### config.mk
export PLATFORM = sky130hd
export DESIGN_NAME = up_counter
export DESIGN_NICKNAME = d
export VERILOG_FILES = /design/src/rtl/up_counter_pkg.sv /design/src/rtl/up_counter_count_incr.sv /design/src/rtl/up_counter.sv
export SDC_FILE = /design/constraint.sdc
export NUM_CORES = 1
export LEC_CHECK = 0
export ABC_AREA = 1
export ABC_CLOCK_PERIOD_IN_PS = 1200
export BUFFER_PORTS_ARGS = -buffer_cell sky130_fd_sc_hd__buf_2
export CORE_AREA = 2 2 39 41
export DETAILED_ROUTE_END_ITERATION = 7
export DIE_AREA = 0 0 41 43
export GPL_TIMING_DRIVEN = 0
export PLACE_DENSITY_LB_ADDON = 0.2
export SETUP_SLACK_MARGIN = 0.1
export SYNTH_ARGS = -nofsm -noshare
export SYNTH_HDL_FRONTEND = slang
export SYNTH_SLANG_ARGS = --single-unit
### constraint.sdc
create_clock -name clk -period 1.2 [get_ports clk]
set_input_delay 0.06 -clock clk [delete_from_list [all_inputs] [get_ports clk]]
set_output_delay 0.06 -clock clk [all_outputs]
set_load 0.01 [all_outputs]
### src/rtl/up_counter_pkg.sv
// up_counter_pkg: shared constants for the up_counter family
package up_counter_pkg;
  localparam int unsigned DEFAULT_WIDTH = 4;
endpackage

### src/rtl/up_counter_count_incr.sv
// count_incr: combinational increment with all-ones detect for counters
module count_incr #(
  parameter int WIDTH = 4
) (
  input  logic [WIDTH-1:0] value,
  output logic [WIDTH-1:0] value_inc,
  output logic             all_ones
);
  assign value_inc = value + 1'b1;
  assign all_ones  = &value;
endmodule

### src/rtl/up_counter.sv
// up_counter: wrapping WIDTH-bit up-counter with enable and terminal-count strobe
module up_counter
  import up_counter_pkg::*;
#(
  parameter int WIDTH = DEFAULT_WIDTH
) (
  input  logic             clk,
  input  logic             rst,
  input  logic             en,
  output logic [WIDTH-1:0] counter,
  output logic             tc
);
  logic [WIDTH-1:0] counter_q;
  logic [WIDTH-1:0] counter_d;
  logic [WIDTH-1:0] counter_inc;
  logic             all_ones;
  count_incr #(.WIDTH(WIDTH)) u_incr (
    .value    (counter_q),
    .value_inc(counter_inc),
    .all_ones (all_ones)
  );
  // next count and wrap strobe; tc is gated by rst so it drops while reset is held
  always_comb begin
    counter_d = en ? counter_inc : counter_q;
    tc        = en & all_ones & rst;
  end
  // count register, cleared asynchronously on reset assertion
  always_ff @(posedge clk or negedge rst) begin
    if (!rst) counter_q <= '0;
    else      counter_q <= counter_d;
  end
  assign counter = counter_q;
endmodule

**Yosys cells after proc, flatten, opt, wreduce, memory -nomap -nowiden**

Cells that the tools add are included.

- Register bits after elaboration: 4

- $add $sub $neg: 1
- Bitwise gates (word level): 2
- Reduce and logical (&&, ||, !) cells: 1

Operator list:

| operator | count |
|---|---|
| 4-bit by 1-bit adder with 4-bit output, second input constant | 1 |
| 4-bit AND reduction | 1 |
| 1-bit AND | 2 |

**Logic depth before layout (Yosys ltp)**

Gate-level depths: netlist (run 1).

- Depth in word-level cells: 3
- Depth in mapped cells: 4
- Gate-level depth less buffers: 4

**By module**

Synthesis (run 1) repeated with hierarchy kept, for this count alone.

- Cells, all modules: 29
- Area total of the unflattened synthesis: 214.0 µm²

By module, submodules not included:

| module | instances | cells each | area an instance (µm²) |
|---|---|---|---|
| up_counter | 1 | 19 | 158.9 |
| count_incr | 1 | 10 | 55.1 |

**Least setup slack after synthesis (run 1)**

Ideal clock, no wire load.

- Path kind: reg-to-reg
- From: reg counter_q[0] (netlist: counter[0])
- To: reg counter_q[2] (netlist: counter[2])
- Setup time: 0.118 ns
- Arrival: 0.904 ns
- Required time: 1.082 ns
- Setup slack: 0.178 ns
- Stages on the path, launching flop included: 5
- Period minus slack after synthesis: 1.022 ns
- Cell sequence: dfrtp_1 ha_1 nand2_1 xor2_1 inv_1

- Word-level cells in the longest chain between the ends: 1

RTL lines:

| item | line | RTL |
|---|---|---|
| start: declaration | up_counter.sv:13 | `logic [WIDTH-1:0] counter_q;` |
| start signal: assignment | up_counter.sv:30 | `else counter_q <= counter_d;` |
| 4-bit by 1-bit adder with 4-bit output | up_counter_count_incr.sv:9 | `assign value_inc = value + 1'b1;` |

No other way between the ends.
A chain may end at the register's enable or synchronous reset.

**Worst setup path after layout (run 1)**

- From: reg counter_q[0] (netlist: counter[0])
- To: out tc

- Word-level cells in the longest chain between the ends: 3

RTL lines:

| item | line | RTL |
|---|---|---|
| 4-bit AND reduction | up_counter_count_incr.sv:10 | `assign all_ones = &value;` |
| 1-bit AND (2 in a row) | up_counter.sv:25 | `tc = en & all_ones & rst;` |
| end: declaration | up_counter.sv:11 | `output logic tc` |

No other way between the ends.

==> impl_metrics.py, run 1 <==
metrics = {
    "run_status": {
        "status": "completed",
    },
    "grt": {
        "antenna_found_initial": 0,
        "grt_usage": 0.0734,
        "grt_pass1_vias": 186,
        "overflow": 0,
        "grt_pass1_wl_um": 786,
        "grt_start_max_net_pins": 6,
    },
    "critical_path": {
        "cp_max_fo": 2,
        "cp-end-kind": "output port",
        "crit_type": "flip-flop to output port",
        "worst_r2r_path_depth": 6,
        "startpoint": "counter[0]",
        "r2r_end": "counter[3]",
        "start_kind": "flip-flop",
        "critPathRequiredTime_ns": 1.14,
        "worstPathArrival_ns": 1.12,
        "reg2reg_slack_ns": 0.21,
        "rr_startpoint": "counter[0]",
    },
    "layout": {
        "layout.nets": 41,
        "drive_gt1_frac": 0.457,
        "area_delta_synth_final_pct": 62.6,
        "n_antenna_cell": 0,
        "largest_reg_flops": 4,
        "fin_cells": 51,
        "fillerInstances": 155,
    },
    "drt": {
        "postRouteAntennaNets": 0,
        "avgRoutedWirePerCell_um": 8.82,
        "wirelength_um": 450,
        "drc": 0,
        "viasPerCell": 3.57,
        "first_pass_iters": 1,
        "drt_iter0_markers": 0,
        "vias": 182,
    },
    "clock_network": {
        "clk_path_buf_depth": 2,
        "cts_sinks": 4,
        "cts_root_buf": "clkbuf_4",
        "clk_pin_slew_ns": 0.04,
        "cts_tree": "done",
        "clkLatencyLatePin_ns": 0.24,
        "cts_buffers": 3,
        "cts.htree.levels": 1,
    },
    "sta": {
        "layout_worst_path_cycle_share": 0.984,
        "clock_skew_ns": 0.00296,
        "report.final.slew_viol_count": 0,
        "worstMarginPinSlew_ns": 0.206,
        "whs_ns": 0.0761,
        "rsz0062_at_grt": "yes",
        "setup_viol": 0,
        "fmax_mhz": 847,
        "post-route-min-period_ns": 1.18,
        "slew_headroom": 0.862,
        "hold_violations": 0,
    },
    "placement": {
        "port_buffers": 7,
        "place_inst": 44,
        "place_congestion": 0.614,
    },
    "yosys": {
        "synth_warnings": 0,
        "ys_seq_area_frac": 0.516,
        "synth.distinct_cells": 8,
        "postSynthCellCount": 21,
        "syn_area_um2": 194,
        "avgSynthCellArea_um2": 9.24,
        "synth_nets": 25,
        "ys_ff_latch": 4,
    },
    "power": {
        "powerDensity_nw_per_um2": 2600,
        "power_leakage_nw": 0.160,
        "irDropWorstVdd_mv": 0.907,
        "finalPower_uw": 818,
    },
    "die": {
        "fp.dieH_um": 43,
        "initial_utilization": 0.140,
        "dieWidth_um": 41,
        "rows": 14,
        "dieArea_um2": 1760,
        "io_pins": 8,
        "core_area_um2": 1380,
    },
    "hold_path": {
        "hold_depth": 2,
        "holdCritStartpoint": "en",
        "hold_end": "counter[0]",
        "min_path_type": "primary input to flip-flop",
    },
    "job": {
        "cap_violations": 0,
    },
}
## Yosys cell counts
cell type / n / area, um^2
nor3b_2: 1 / 12.5
inv_1: 3 / 11.3
ha_1: 1 / 12.5
o21ai_0: 2 / 10.0
dfrtp_1: 4 / 100
nand2_1: 7 / 26.3
nor2_1: 1 / 3.75
xor2_1: 2 / 17.5
## logic make-up (layout without fill, tap and decap cells)
family                   count (synthesis)  in the layout  synth area share
XOR/XNOR                                 2              2            0.0903
flip-flops                               4              4             0.516
AND/OR/NAND/NOR                          9              9             0.219
buffers and inverters                    3             17            0.0581
adder cells (fa/ha/maj)                  1              1            0.0645
AO/OA/AOI/OAI                            2              2            0.0516
## per-stage QoR
step           setup TNS (ns)  worst slack (ns)   util  cell area [um^2]
3_5_place_dp                0             0.176  0.180               249
4_1_cts                     0            0.0179  0.218               302
6_report                    0            0.0193  0.228               315
5_1_grt               -0.0787           -0.0787  0.228               315
2_1_floorplan               0             0.178      -               194
3_3_place_gp                0             0.195  0.180               249
## how the worst max path moves through the flow
stage	endpoint	slack, ns	cells after the start
after floorplan	counter[2]	0.18	4
after global placement	counter[2]	0.19	4
after detailed placement	counter[2]	0.18	4
after CTS	tc	0.02	4
after global routing	tc	-0.08	4
final	tc	0.02	4
## final cells by class
| cell class | count | area (um^2) | share of cell area |
|---|---|---|---|
| flip-flops and latches | 4 | 100 | 0.317 |
| multi-input cells | 14 | 87.6 | 0.278 |
| repair buffers | 11 | 73.8 | 0.234 |
| clock buffers | 3 | 22.5 | 0.0714 |
| well taps | 16 | 20.0 | 0.0635 |
| inverters | 3 | 11.3 | 0.0357 |
## layer usage
layer,wire length (um),vias up,part of all wire,track usage
met5,0,-,0,0
met4,0,0,0,0
met3,76,0,0.17,0.0942
met2,159,12,0.35,0.0875
met1,214,78,0.48,0.0871
li1,-,92,-,-
## power breakdown
group | internal (mW) | switching (mW) | leakage, nW
sequential | 0.205 | 0.0585 | 0.0480
combinational | 0.204 | 0.178 | 0.0986
clock | 0.112 | 0.0601 | 0.0138
total | 0.522 | 0.297 | 0.160
## placed cells by master (no fill, tap or decap), drive strengths merged
cell	instances
dfrtp	4
clkbuf	3
nand2	7
nor2	1
xor2	2
dlygate4sd3	1
inv	3
nor3b	1
ha	1
o21ai	2
buf	10
## critical path, stage by stage (launching register included)
cell     delay (ns)
dfrtp_1        0.36
ha_2           0.18
nand2_2        0.06
nor3b_2        0.14
buf_2          0.14
## what timing repair did
| action | CTS | global route |
|---|---|---|
| endpoints found under the hold margin | 4 | 0 |
| hold buffers | 1 | 0 |
| setup endpoints to repair | 1 | 1 |
| gates resized for setup | 2 | 2 |
| setup buffers | 2 | 1 |
| pin swaps | 2 | 0 |
No activity file was read; power rests on OpenSTA's default activity.
==> run 2: changes to the inputs <==
Settings changed: ABC_CLOCK_PERIOD_IN_PS 1200 to 900, CAP_MARGIN set to 15.
Clock period 1.2 ns to 0.9 ns, I/O delays scaled along.
==> run 2 against run 1 <==
Effect of this change: the flow now finishes with violations (setup timing); die area unchanged; routed wire length up 9.3%; non-clock buffer count up 4; first-iteration DRC count up 1; clock power up 34%; highest routed layer unchanged; cell count up 7.8%; sequential share of layout area down 5.1 points.
==> impl_metrics.py, run 2 (same netlist as run 1, synthesis figures left out) <==
metrics = {
    "run_status": {
        "status": "complete, but fails checks",
        "violations": "setup timing",
    },
    "layout": {
        "drive_gt1_frac": 0.590,
        "final_cell_mix": "nand2_1 (5), buf_6 (5), buf_4 (5), buf_2 (4)",
        "largest_reg_flops": 4,
        "fin_cells": 55,
        "postLayoutCellArea_um2": 385,
        "area_delta_synth_final_pct": 98.7,
        "layout.nets": 45,
        "n_antenna_cell": 0,
    },
    "clock_network": {
        "clkLatencyLatePin_ns": 0.24,
        "cts.htree.levels": 1,
        "clk_path_buf_depth": 2,
        "cts_buffers": 3,
        "cts_tree": "done",
        "clk_pin_slew_ns": 0.04,
        "cts_root_buf": "clkbuf_4",
        "cts_sinks": 4,
    },
    "critical_path": {
        "start_kind": "flip-flop",
        "crit_type": "flip-flop to output port",
        "cp_max_fo": 2,
        "worstPathArrival_ns": 1.08,
        "critPathRequiredTime_ns": 0.85,
        "cp-end-kind": "output port",
    },
    "sta": {
        "clock_skew_ns": 0.00477,
        "fmax_mhz": 893,
        "hold_violations": 0,
        "slew_headroom": 0.856,
        "layout_worst_path_cycle_share": 1.24,
        "setup_slack_ns": -0.220,
        "rsz0062_at_grt": "yes",
        "whs_ns": 0.0848,
        "setup_tns_ns": -0.636,
        "setup_viol": 5,
        "worstMarginPinSlew_ns": 0.215,
        "post-route-min-period_ns": 1.12,
        "report.final.slew_viol_count": 0,
    },
    "power": {
        "finalPower_mw": 1.36,
        "power_leakage_nw": 0.191,
        "irDropWorstVdd_mv": 1.43,
        "powerDensity_nw_per_um2": 3530,
    },
    "placement": {
        "place_congestion": 0.564,
        "port_buffers": 7,
        "dp_hpwl_um": 297,
        "placed_cell_area_um2": 267,
        "place_inst": 44,
    },
    "drt": {
        "drt_iter0_markers": 1,
        "drc": 0,
        "wirelength_um": 492,
        "first_pass_iters": 4,
        "viasPerCell": 3.64,
        "vias": 200,
        "postRouteAntennaNets": 0,
        "avgRoutedWirePerCell_um": 8.95,
    },
    "die": {
        "dieArea_um2": 1760,
        "initial_utilization": 0.140,
        "rows": 14,
        "dieWidth_um": 41,
        "core_area_um2": 1380,
        "fp.dieH_um": 43,
        "io_pins": 8,
    },
    "grt": {
        "grt_pass1_wl_um": 821,
        "grt_start_max_net_pins": 6,
        "antenna_found_initial": 0,
        "grt_pass1_vias": 204,
        "grt_usage": 0.0784,
        "overflow": 0,
    },
    "hold_path": {
        "min_path_type": "primary input to flip-flop",
    },
    "job": {
        "cap_violations": 0,
    },
}
## run 2: cell count changes in the layout (fill, tap and decap cells not counted), moves of 2 or more
cell     change
buf_6        +4
dfrtp_1      -2
buf_4        +2
buf_2        -2
dfrtp_2      +2
## run 2: final timing paths
path | startpoint | cells past startpoint | to | slack (ns)
worst max-delay path | counter[0] | 4 | tc | -0.22
worst min-delay path | en | 2 | counter[1] | 0.08
worst max register to register | counter[1] | 5 | counter[2] | -0.12
worst min register to register | counter[2] | 3 | counter[2] | 0.59
max in group asynchronous | rst | 2 | counter[0] | 0.50
min in group asynchronous | rst | 2 | counter[2] | 0.20
## run 2: critical path, cell delays in order (launching register included)
cell,delay [ns]
dfrtp_2,0.38
ha_4,0.14
nand2_4,0.04
nor3b_2,0.13
buf_2,0.14
## run 2: per-stage QoR
step	util	setup slack [ns]
floorplan	-	-0.0578
global placement	0.193	-0.0522
detailed placement	0.193	-0.0584
CTS	0.254	-0.235
global route	0.278	-0.292
finish	0.278	-0.220
## run 2: area by class of cell
cell class                 count  area [um^2]
multi-input combinational     14          105
inverter                       3         11.3
fill                         149          998
timing repair buffer          15          124
tap                           16         20.0
clock buffer                   3         22.5
sequential                     4          103
## run 2: layer usage
metal	share of wire	global-route usage
met1	0.46	0.103
met2	0.42	0.0875
met3	0.12	0.0314
met4	0	0.0800
met5	0	0
## run 2: repair_timing
| item | 4_1_cts | 5_1_grt |
|---|---|---|
| pin swaps | 2 | 1 |
| buffers inserted | 5 | 2 |
| hold buffers | 1 | 0 |
| resized for setup | 3 | 4 |
| setup endpoints to repair | 7 | 9 |
| hold endpoints to repair | 4 | 0 |
## run 2: report_power, final
part / total, mW / switching, mW / internal [mW]
registers: 0.357 / 0.0751 / 0.282
logic: 0.774 / 0.308 / 0.466
clock network: 0.231 / 0.0809 / 0.150
==> run 3: changes to the inputs <==
Settings changed: ABC_CLOCK_PERIOD_IN_PS 900 to 1300.
Clock period 0.9 ns to 1.3 ns, I/O delays scaled along.
==> run 3 against run 2 <==
Effect of this change: the flow now finishes without violations; first-iteration DRC count decreased by 100%; flip-flop and latch count did not move; sequential share of layout area rose by 5.8 points; via count fell by 8.0%; die area unchanged.
==> impl_metrics.py, run 3 (same netlist as run 1, synthesis figures left out) <==
metrics = {
    "drt": {
        "vias": 184,
        "avgRoutedWirePerCell_um": 8.57,
        "wirelength_um": 437,
        "first_pass_iters": 1,
        "viasPerCell": 3.61,
        "postRouteAntennaNets": 0,
        "drt_iter0_markers": 0,
        "drc": 0,
    },
    "sta": {
        "layout_worst_path_cycle_share": 0.896,
        "slew_headroom": 0.859,
        "setup_tns_ns": 0,
        "worstMarginPinSlew_ns": 0.210,
        "report.final.slew_viol_count": 0,
        "fmax_mhz": 859,
        "clock_skew_ns": 0.00299,
        "hold_violations": 0,
        "setup_viol": 0,
        "post-route-min-period_ns": 1.16,
        "rsz0062_at_grt": "yes",
    },
    "power": {
        "powerDensity_nw_per_um2": 2310,
        "power_leakage_nw": 0.158,
        "irDropWorstVdd_mv": 0.810,
        "finalPower_uw": 715,
    },
    "critical_path": {
        "worstPathArrival_ns": 1.10,
        "crit_type": "flip-flop to output port",
        "cp_max_fo": 2,
        "start_kind": "flip-flop",
        "cp-end-kind": "output port",
        "critPathRequiredTime_ns": 1.24,
    },
    "die": {
        "rows": 14,
        "core_area_um2": 1380,
        "dieArea_um2": 1760,
        "initial_utilization": 0.140,
        "dieWidth_um": 41,
        "io_pins": 8,
        "fp.dieH_um": 43,
    },
    "job": {
        "cap_violations": 0,
    },
    "placement": {
        "place_congestion": 0.614,
        "placed_cell_area_um2": 249,
        "port_buffers": 7,
    },
    "layout": {
        "final_cell_mix": "buf_2 (7), nand2_1 (6), dfrtp_1 (4)",
        "layout.nets": 41,
        "multiInputGateArea_um2": 87.6,
        "postLayoutCellArea_um2": 309,
        "area_delta_synth_final_pct": 59.4,
        "fillerInstances": 157,
        "final_common_cell": "buf_2",
        "n_antenna_cell": 0,
        "drive_gt1_frac": 0.457,
        "largest_reg_flops": 4,
        "seq_area_um2": 100,
    },
    "clock_network": {
        "cts.htree.levels": 1,
        "cts_root_buf": "clkbuf_4",
        "cts_sinks": 4,
        "cts_tree": "done",
        "clkLatencyLatePin_ns": 0.24,
        "clk_pin_slew_ns": 0.04,
        "cts_buffers": 3,
        "clk_path_buf_depth": 2,
    },
    "grt": {
        "grt_pass1_vias": 187,
        "overflow": 0,
        "grt_pass1_wl_um": 759,
        "grt_start_max_net_pins": 6,
        "antenna_found_initial": 0,
        "grt_usage": 0.0714,
    },
    "hold_path": {
        "min_path_type": "primary input to flip-flop",
    },
    "run_status": {
        "status": "completed",
    },
}
run 3: changes by cell type in the layout (fill, tap and decap cells not counted), moves of 2 or more:
cell / before / now
buf_6: 5 / 0
buf_2: 4 / 7
buf_4: 5 / 3
dfrtp_1: 2 / 4
dfrtp_2: 2 / 0
o21ai_0: 0 / 2
o21ai_1: 2 / 0
run 3: timing repair:
action | in CTS | in global routing
endpoints found under the hold margin | 4 | 0
pin swaps | 0 | 2
setup endpoints to repair | 1 | 1
hold buffers | 1 | 0
buffers inserted | 2 | 1
resized for setup | 1 | 1
run 3: metrics by stage:
stage | utilization | setup slack (ns) | hold slack [ns] | instances
finish | 0.223 | 0.136 | 0.0817 | 51
global route | 0.223 | 0.0216 | 0.0905 | 51
floorplan | - | 0.278 | -0.231 | 21
detailed placement | 0.180 | 0.276 | -0.114 | 44
CTS | 0.216 | 0.108 | 0.0740 | 50
global placement | 0.180 | 0.295 | -0.122 | 44
run 3: per-layer routing:
layer	vias up	GRT usage	wire length, um
met5	-	0	0
met1	80	0.0806	199
met2	12	0.0875	165
met3	0	0.0942	73
met4	0	0	0
li1	92	-	-
run 3: final timing paths:
path | from | cells past startpoint | to | slack (ns)
hold / removal | en | 2 | counter[0] | 0.08
setup / recovery | counter[0] | 4 | tc | 0.14
setup reg to reg | counter[1] | 5 | counter[2] | 0.28
min in group asynchronous | rst | 2 | counter[2] | 0.21
max in group asynchronous | rst | 2 | counter[0] | 0.91
hold reg to reg | counter[2] | 2 | counter[2] | 0.54
run 3: worst max-delay path, stage by stage (launching register included):
cell and delay, ns:
dfrtp_1 0.35, ha_2 0.17, nand2_2 0.06, nor3b_2 0.14, buf_2 0.14
run 3: final cells by class:
cell class	count	share of cell area
clock buffers	3	0.0729
multi-input cells	14	0.283
flip-flops and latches	4	0.324
inverters	3	0.0364
well taps	16	0.0648
repair buffers	11	0.219
run 3: where the power goes:
group / switching, mW / internal, mW / total, mW
Clock: 0.0562 / 0.104 / 0.160
Combinational: 0.155 / 0.161 / 0.316
Sequential: 0.0498 / 0.189 / 0.239
Total: 0.261 / 0.453 / 0.715
